==> config.mk <==
export PLATFORM = sky130hd
export DESIGN_NAME = vram_arbiter
export DESIGN_NICKNAME = d
export VERILOG_FILES = /design/src/rtl/vram_arbiter.sv
export SDC_FILE = /design/constraint.sdc
export NUM_CORES = 1
export LEC_CHECK = 0
export ABC_AREA = 0
export BUFFER_PORTS_ARGS = -buffer_cell sky130_fd_sc_hd__buf_2
export CORE_MARGIN = 8
export CORE_UTILIZATION = 61
export DETAILED_ROUTE_END_ITERATION = 16
export PLACE_DENSITY = 0.95
export RECOVER_POWER = 50
export SLEW_MARGIN = 20
export SYNTH_ARGS = -nofsm -noshare
export SYNTH_HDL_FRONTEND = slang
export SYNTH_SLANG_ARGS = --single-unit
==> constraint.sdc <==
create_clock -name CLK -period 5.75 [get_ports CLK]
set_input_delay 0.575 -clock CLK [delete_from_list [all_inputs] [get_ports CLK]]
set_output_delay 0.575 -clock CLK [all_outputs]
set_load 0.02 [all_outputs]
==> src/rtl/vram_arbiter.sv <==
// rtl/vram_arbiter.sv - video/CPU arbiter for the shared single-port 16K screen RAM
//
// vram_wr_fifo: posted CPU write queue, entries {bank, addr, data}.
//   push/push_data enqueue, pop drops the head, head/count describe contents.
//
// vram_arbiter: one RAM slot per CLK edge, priority VID > RD > WR > IDLE.
//   CLK, nRESET                          clock, synchronous active-low reset
//   vid_req/vid_addr/vid_bank            video fetch request
//   vid_dout/vid_valid                   fetched byte, one-cycle pulse
//   cpu_wr/cpu_rd/cpu_addr/cpu_bank/cpu_din  CPU access strobes and operands
//   cpu_dout/cpu_rdy                     CPU read data, one-cycle pulse
//   cpu_busy                             stall request to CPU wait logic
//   wr_ovf                               sticky: a posted write was dropped
//   ram_addr/ram_din/ram_we/ram_dout     VRAM macro interface

module vram_wr_fifo #(
    parameter int DEPTH = 4,
    parameter int W     = 22
) (
    input  logic                   CLK,
    input  logic                   nRESET,
    input  logic                   push,
    input  logic [W-1:0]           push_data,
    input  logic                   pop,
    output logic [W-1:0]           head,
    output logic [$clog2(DEPTH):0] count
);

    localparam int PW = $clog2(DEPTH);
    localparam int CW = PW + 1;

    logic [W-1:0]  mem [DEPTH];
    logic [PW-1:0] wr_ptr;
    logic [PW-1:0] rd_ptr;

    // The caller never pushes when full nor pops when empty; pointers wrap
    // naturally because DEPTH is a power of two.
    always_ff @(posedge CLK) begin
        if (!nRESET) begin
            wr_ptr <= '0;
            rd_ptr <= '0;
            count  <= '0;
        end else begin
            if (push) wr_ptr <= wr_ptr + PW'(1);
            if (pop)  rd_ptr <= rd_ptr + PW'(1);
            case ({push, pop})
                2'b10:   count <= count + CW'(1);
                2'b01:   count <= count - CW'(1);
                default: count <= count;
            endcase
        end
    end

    always_ff @(posedge CLK) begin
        if (push) mem[wr_ptr] <= push_data;
    end

    assign head = mem[rd_ptr];

endmodule

module vram_arbiter #(
    parameter int FIFO_DEPTH = 4,
    parameter int AW         = 13
) (
    input  logic          CLK,
    input  logic          nRESET,
    input  logic          vid_req,
    input  logic [AW-1:0] vid_addr,
    input  logic          vid_bank,
    output logic [7:0]    vid_dout,
    output logic          vid_valid,
    input  logic          cpu_wr,
    input  logic          cpu_rd,
    input  logic [AW-1:0] cpu_addr,
    input  logic          cpu_bank,
    input  logic [7:0]    cpu_din,
    output logic [7:0]    cpu_dout,
    output logic          cpu_rdy,
    output logic          cpu_busy,
    output logic          wr_ovf,
    output logic [AW:0]   ram_addr,
    output logic [7:0]    ram_din,
    output logic          ram_we,
    input  logic [7:0]    ram_dout
);

    localparam int CW = $clog2(FIFO_DEPTH) + 1;
    localparam int EW = AW + 9;

    typedef enum logic [1:0] {
        SLOT_IDLE,
        SLOT_VID,
        SLOT_RD,
        SLOT_WR
    } slot_t;

    slot_t         slot;
    logic [EW-1:0] fifo_head;
    logic [CW-1:0] fifo_count;
    logic [CW-1:0] count_next;
    logic          fifo_empty;
    logic          fifo_full;
    logic          push;
    logic          pop;

    logic          rd_pend;
    logic          rd_pend_next;
    logic [AW:0]   rd_addr;
    logic          vid_fly;
    logic          rd_fly;
    logic          busy_next;

    assign fifo_empty = (fifo_count == '0);
    assign fifo_full  = (fifo_count == CW'(FIFO_DEPTH));

    // Full is judged before any same-cycle pop, so a write arriving while
    // full is dropped even if a slot frees an entry this very cycle.
    assign push = cpu_wr && !fifo_full;
    assign pop  = (slot == SLOT_WR);

    vram_wr_fifo #(
        .DEPTH (FIFO_DEPTH),
        .W     (EW)
    ) u_wr_fifo (
        .CLK       (CLK),
        .nRESET    (nRESET),
        .push      (push),
        .push_data ({cpu_bank, cpu_addr, cpu_din}),
        .pop       (pop),
        .head      (fifo_head),
        .count     (fifo_count)
    );

    // A read only goes once the queue is empty, which keeps read-after-write
    // coherent: any write accepted on or before the read's edge drains first.
    always_comb begin
        slot = SLOT_IDLE;
        if (vid_req)
            slot = SLOT_VID;
        else if (rd_pend && fifo_empty)
            slot = SLOT_RD;
        else if (!fifo_empty)
            slot = SLOT_WR;
    end

    always_comb begin
        count_next = fifo_count;
        if (push && !pop)
            count_next = fifo_count + CW'(1);
        else if (!push && pop)
            count_next = fifo_count - CW'(1);
    end

    // A strobe while a read is already pending is ignored, including in the
    // cycle that pending read takes its slot.
    assign rd_pend_next = rd_pend ? (slot != SLOT_RD) : cpu_rd;

    // Busy is registered from next-state so it drops together with cpu_rdy.
    assign busy_next = (count_next == CW'(FIFO_DEPTH)) || rd_pend_next
                       || (slot == SLOT_RD);

    always_ff @(posedge CLK) begin
        if (!nRESET) begin
            ram_addr  <= '0;
            ram_din   <= '0;
            ram_we    <= 1'b0;
            rd_pend   <= 1'b0;
            rd_addr   <= '0;
            vid_fly   <= 1'b0;
            rd_fly    <= 1'b0;
            vid_valid <= 1'b0;
            vid_dout  <= '0;
            cpu_rdy   <= 1'b0;
            cpu_dout  <= '0;
            cpu_busy  <= 1'b0;
            wr_ovf    <= 1'b0;
        end else begin
            case (slot)
                SLOT_VID: begin
                    ram_addr <= {vid_bank, vid_addr};
                    ram_we   <= 1'b0;
                end
                SLOT_RD: begin
                    ram_addr <= rd_addr;
                    ram_we   <= 1'b0;
                end
                SLOT_WR: begin
                    ram_addr <= fifo_head[EW-1:8];
                    ram_din  <= fifo_head[7:0];
                    ram_we   <= 1'b1;
                end
                default: ram_we <= 1'b0;
            endcase

            rd_pend <= rd_pend_next;
            if (!rd_pend && cpu_rd)
                rd_addr <= {cpu_bank, cpu_addr};

            // RAM data arrives a cycle after the address is registered.
            vid_fly   <= (slot == SLOT_VID);
            rd_fly    <= (slot == SLOT_RD);
            vid_valid <= vid_fly;
            cpu_rdy   <= rd_fly;
            if (vid_fly) vid_dout <= ram_dout;
            if (rd_fly)  cpu_dout <= ram_dout;

            cpu_busy <= busy_next;
            if (cpu_wr && fifo_full)
                wr_ovf <= 1'b1;
        end
    end

endmodule
Yosys cells after proc, flatten, opt, wreduce, memory -nomap -nowiden:

Memories as Yosys holds them, arrays and structs flattened. A register that Yosys moved wholly into a read port is not among the register bits.
Index checks and enable logic that the tools add are counted.

* add/subtract/negate cells: 4
* equality and inequality tests: 8
* reductions and logical operators: 15
* muxes and demuxes: 13

Operator list (count)
* case mux 14 bit (3 select lines): 1
* two-way mux 2 bit: 5
* equality test 2 bit, second input constant: 3
* equality test 3 bit, second input constant: 2
* logical AND 1 bit: 6
* two-way mux 3 bit: 2
* case mux 3 bit (2 select lines): 1
* adder 2 x 1 -> 2 bit, second input constant: 2
* equality test 2 x 1 -> 1 bit, second input constant: 2
* zero test 1 bit: 4
* two-way mux 1 bit: 4
* adder 3 x 1 -> 3 bit, second input constant: 1
* zero test 3 bit: 1
* nonzero test 3 bit: 1
* subtractor 3 x 1 -> 3 bit, second input constant: 1
* logical OR 1 bit: 2
* != test 2 bit, second input constant: 1
* nonzero test 2 bit: 1

* output and inout port bits: 43
* word-level logic and storage cells: 57
* memory bits (writable): 88
* memories kept: 1
* register bits: 67

Memories
* u_wr_fifo.mem: depth 4, bits a word 22, read ports 1, clocked after memory_dff 1, write ports 1, line 32 `logic [W-1:0] mem [DEPTH];`

Logic depth before layout (Yosys ltp):

* word-level depth: 11
* depth in mapped cells: 11
* mapped depth without buffers: 10

Hierarchy:

From an unflattened synthesis, not the netlist that was laid out.

* cell total of the unflattened synthesis: 441
* area total of the unflattened synthesis: 6202.2 um2

Modules (own cells, without submodules)
* vram_wr_fifo: instances 1, cells each 154, sequential area each 2822.7 um2, area an instance 3607.2 um2
* vram_arbiter: instances 1, cells each 287, sequential area each 1201.2 um2, area an instance 2595.0 um2

Worst setup path before layout:

Ideal clock, no wire load.

* path type: reg2reg
* start point: reg u_wr_fifo.count[0]
* end point: reg cpu_busy
* buffers on the path: 1
* cell stages (with the launch flop): 11
* arrival time: 2674 ps
* library setup time: 70 ps
* data required time: 5680 ps
* slack: 3005 ps
* path through: dfxtp_1 > inv_1 > ha_1 > nor2b_2 > nor2_1 > clkbuf_1 > ha_1 > inv_1 > ha_1 > or4_1 > a21oi_1

* cells in the longest elaborated chain, start to end: 11
* elaborated cells between the ends (all ways): 23
* those cells by class: add/sub: 2; eq/ne: 5; mux: 6; reduce/logical: 10

Ends and longest elaborated chain
* start, declared: line 26 `output logic [$clog2(DEPTH):0] count`
* start signal, assigned: line 47 `2'b10: count <= count + CW'(1);`
* start signal, assigned: line 48 `2'b01: count <= count - CW'(1);`
* start signal, assigned: line 49 `default: count <= count;`
* zero test 3 bit *: line 114 `assign fifo_empty = (fifo_count == '0);`
* two-way mux 2 bit / logical AND 1 bit (equally long branches): line 143, 141
* two-way mux 2 bit *: line 141 `else if (rd_pend && fifo_empty)`
* two-way mux 2 bit *: line 139 `if (vid_req)`
* equality test 2 bit *: line 120 `assign pop = (slot == SLOT_WR);`
* via pop: line 105 `logic pop;`
* logical AND 1 bit / zero test 1 bit (equally long branches): line 151, 149
* two-way mux 3 bit / logical AND 1 bit (equally long branches): line 151, 149
* two-way mux 3 bit *: line 149 `if (push && !pop)`
* equality test 3 bit *: line 160 `assign busy_next = (count_next == CW'(FIFO_DEPTH)) || rd_pend_next`
* logical OR 1 bit *: line 160
* logical OR 1 bit *: line 161 `|| (slot == SLOT_RD);`
* end signal, assigned: line 208 `cpu_busy <= busy_next;`
* end, declared: line 80 `output logic cpu_busy,`

The timed path passes the listed nets; every way through them passes the cells marked *.
A chain may end at the register's enable or synchronous reset.

Worst setup path in the final report:

* start point: in vid_req
* end point: reg cpu_busy

* cells in the longest elaborated chain, start to end: 8
* elaborated cells between the ends (all ways): 13
* those cells by class: eq/ne: 4; mux: 4; reduce/logical: 5

Ends and longest elaborated chain
* start, declared: line 68 `input logic vid_req,`
* two-way mux 2 bit *: line 139
* equality test 2 bit: line 120
* logical AND 1 bit / zero test 1 bit (equally long branches): line 151, 149
* two-way mux 3 bit / logical AND 1 bit (equally long branches): line 151, 149
* two-way mux 3 bit: line 149
* equality test 3 bit: line 160
* logical OR 1 bit: line 160
* logical OR 1 bit *: line 161

Every way passes the cells marked *; elsewhere a longest branch is shown, timed or not.

==> results.tsv <==
stage	metric	value	unit
run_status	outcome	complete, but fails checks	
run_status	violated checks	capacitance limit, slew limit	
global_route	first-pass GRT wire length	22.0	mm
global_route	global route overflow	0	
global_route	vias in the first global route	4156	
sta	hold slack final	0.315	ns
synthesis	Main synth FF type	edfxtp_1	
worst_setup_path	Critical Path Max Stage Delay	1.28	ns
clocking	clk slew on worst S/H paths	0.06	ns
synthesis	asr flop ratio synth	0	
synthesis	adder-cell share of the synthesized area	0.0223	
route	wl on met1	5.37	mm
clocking	Root Driver	clkbuf_8	
worst_setup_path	CP Cell Sequence	clkbuf_1 -> nor2_2 -> ha_1 -> inv_1 -> ha_1 -> or4_1 -> a21oi_1	
floorplanning	Die X	116	um
floorplanning	Initial Util	0.630	
synthesis	largest family of logic cells by synthesized area	multiplexers	
clocking	post-CTS sizing	0	
floorplanning	Die Height	116	um
final_layout	cell area after layout	7120	um2
clocking	Skew-Pair Late Insertion Delay	0.52	ns
worst_setup_path	slowest CP cell	clkbuf_1	
place	Placer Congestion	0.736	
place	dpl cells	647	
synthesis	Syn Inst Count	449	
synthesis	synth warn	0	
route	met3 routed WL	1.38	mm
clocking	total CTS buffers	17	
global_route	maximum number of pins on one net before global-route repair	42	
floorplanning	area of the die	13600	um2
synthesis	post-synthesis net count	509	
route	Max Used Layer	met4	
sta	final setup fails	0	
final_layout	area grow syn2layout	15.6	%
route	initial detailed-routing violation count	299	
hold_path	Hold Path Class	in -> reg	
power_and_ir_drop	clock power share	0.330	
place	# port buffers	91	
sta	setup_tns	0	ns
synthesis	mux cell area share after synthesis	0.109	
final_layout	ant diodes	0	
place	HPWL Detailed	8.85	mm
route	routed len/inst	21.2	um
route	DRC errors left	0	
clocking	Post CTS Setup Buffer Count	0	
power_and_ir_drop	Seq pwr share	0.441	
route	post-DR vias/cell	5.92	
clocking	htree depth	4	
clocking	clk sinks	157	
worst_setup_path	CP Capture Type	register	
route	met2 routed WL	7.37	mm
sta	final worst-path cycle share	0.510	
sta	Worst Tran Pin Value	1.91	ns
sta	highest clock rate	341	MHz
worst_setup_path	crit-path most repeated cell	ha_1	
sta	Fin. Hold Viols	0	
sta	normalized max-slew margin	-0.274	
route	Routed Antenna Nets	0	
final_layout	commonest non-fill, non-tap cell in the layout	edfxtp_1	
clocking	Longest Clk Path Bufs	2	
worst_setup_path	maximum fanout along the worst path	34	
sta	fin crit period	2.93	ns
clocking	hold_buf cts	0	
floorplanning	Core ar.	9770	um2
route	Vias	4017	
power_and_ir_drop	Pint	2.22	mW
worst_setup_path	Crit path required time	6.17	ns
sta	Clock Skews	0.00748	ns
clocking	CTS tree	yes	
synthesis	synthesized cell area	6160	um2
place	placed cell area	6640	um2
power_and_ir_drop	maximum vdd ir drop	292	uV
route	DRT Pass-1 Iters	5	
synthesis	Post-synth EDFFs	88	
power_and_ir_drop	Sw Share	0.303	
worst_setup_path	crit path launch type	primary input	
sta	final max-slew violation count	77	
floorplanning	site row count	36	
synthesis	xor and xnor area share after synthesis	0.00853	
synthesis	Seq cells post-synth	157	
synthesis	complex-gate fraction of the synthesized area	0.0719	
final_layout	leading cell types in the layout, fill and taps excluded	edfxtp_1 (88), dfxtp_1 (68), clkbuf_1 (62)	
final_layout	Finished Layout Cells	679	
power_and_ir_drop	leakage power	2.48	nW
global_route	Global Route Usage Sum	0.221	
power_and_ir_drop	Power Density	447	nW/um2
job	max cap viols	2	
synthesis	Netlist cell types	40	
final_layout	layout cell share with drive strength beyond 1	0.192	
worst_setup_path	R2R setup slack	3.03	ns
synthesis	syn_area_per_cell	13.7	um2
worst_setup_path	CP Class	in -> reg	
synthesis	register area share after synthesis	0.653	
power_and_ir_drop	net switching power	0.964	mW
power_and_ir_drop	Logic pwr share	0.230	
final_layout	Nets	593	
worst_setup_path	CP arrival	3.36	ns
sta	RSZ-0062 raised after global routing	no	
global_route	initial antenna violation count	0	
synthesis	Synth Area in Simple Gates	0.102	
floorplanning	Boundary Pins	92	
route	total wire length	14.4	mm
## worst max-delay path, delay by kind of cell
family / cells / cell delay [ns]
AO/OA/AOI/OAI: 1 / 0.15
adder cells (fa/ha/maj): 2 / 0.57
AND/OR/NAND/NOR: 2 / 0.64
buffers and inverters: 2 / 1.39
## final cells by class
cell class                      instances  area, um2
Sequential cell                       157       4030
Fill cell                             616       2650
Multi-Input combinational cell        255       1950
Clock buffer                           21        429
Timing Repair Buffer                   94        403
Tap cell                              133        166
Clock inverter                         11        121
Inverter                                8       30.0
## cell usage after synthesis, types with 2 or more instances
master	number	area (um2)
a21oi_1	19	95.1
a221oi_1	4	35.0
a221oi_2	10	150
and2_1	7	43.8
buf_2	5	25.0
buf_6	5	56.3
clkbuf_1	18	67.6
dfxtp_1	69	1380
edfxtp_1	88	2640
ha_1	11	138
inv_1	7	26.3
mux2i_1	18	180
mux4_1	2	52.6
mux4_2	19	428
nand2_1	47	176
nand3_1	2	10.0
nor2_1	41	154
nor2b_1	15	93.8
nor3_1	15	75.1
o21ai_0	18	90.1
o21ai_1	6	30.0
xnor2_1	4	35.0
xor2_1	2	17.5
## path summary, 6_finish.rpt
check                          start  cells after the start             endpoint
setup / recovery             vid_req                      7             cpu_busy
hold / removal            cpu_din[1]                      1  u_wr_fifo.mem[0][1]
setup reg to reg  u_wr_fifo.count[0]                      9             cpu_busy
hold reg to reg           rd_addr[9]                      2           rd_addr[9]
## stage by stage
step,util,setup WS [ns],total power [mW]
floorplan,-,3.01,1.97
global placement,0.679,3.23,2.10
detailed placement,0.679,3.16,2.14
CTS,0.735,3.07,3.20
global route,0.728,2.66,3.31
finish,0.728,2.82,3.19
## state kept, by name, indices dropped and copies added (netlist names), 2 cells and up, named ones only
register          flops
cpu_dout              8
ram_addr             14
ram_din               8
rd_addr              14
u_wr_fifo.count       3
u_wr_fifo.mem        88
u_wr_fifo.rd_ptr      2
u_wr_fifo.wr_ptr      2
vid_dout              8
## per-layer routing
| layer | vias up | track usage |
|---|---|---|
| li1 | 1801 | - |
| met1 | 1953 | 0.249 |
| met2 | 234 | 0.381 |
| met3 | 29 | 0.0703 |
| met4 | 0 | 0.0847 |
| met5 | - | 0 |
## power groups by stage
stage                     clock (mW)  combinational, mW  sequential, mW
final                           1.05              0.731            1.40
after global routing            1.10              0.788            1.42
after CTS                       1.05              0.742            1.40
after detailed placement           0              0.723            1.42
after global placement             0              0.688            1.41
after floorplan                    0              0.522            1.45
## cells by family after synthesis
family | Yosys count
simple gates | 136
mux | 40
flops | 157
fa+ha+maj | 11
compound gates | 62
buf+inv | 37
xor+xnor | 6
No activity file was read; power rests on OpenSTA's default activity.
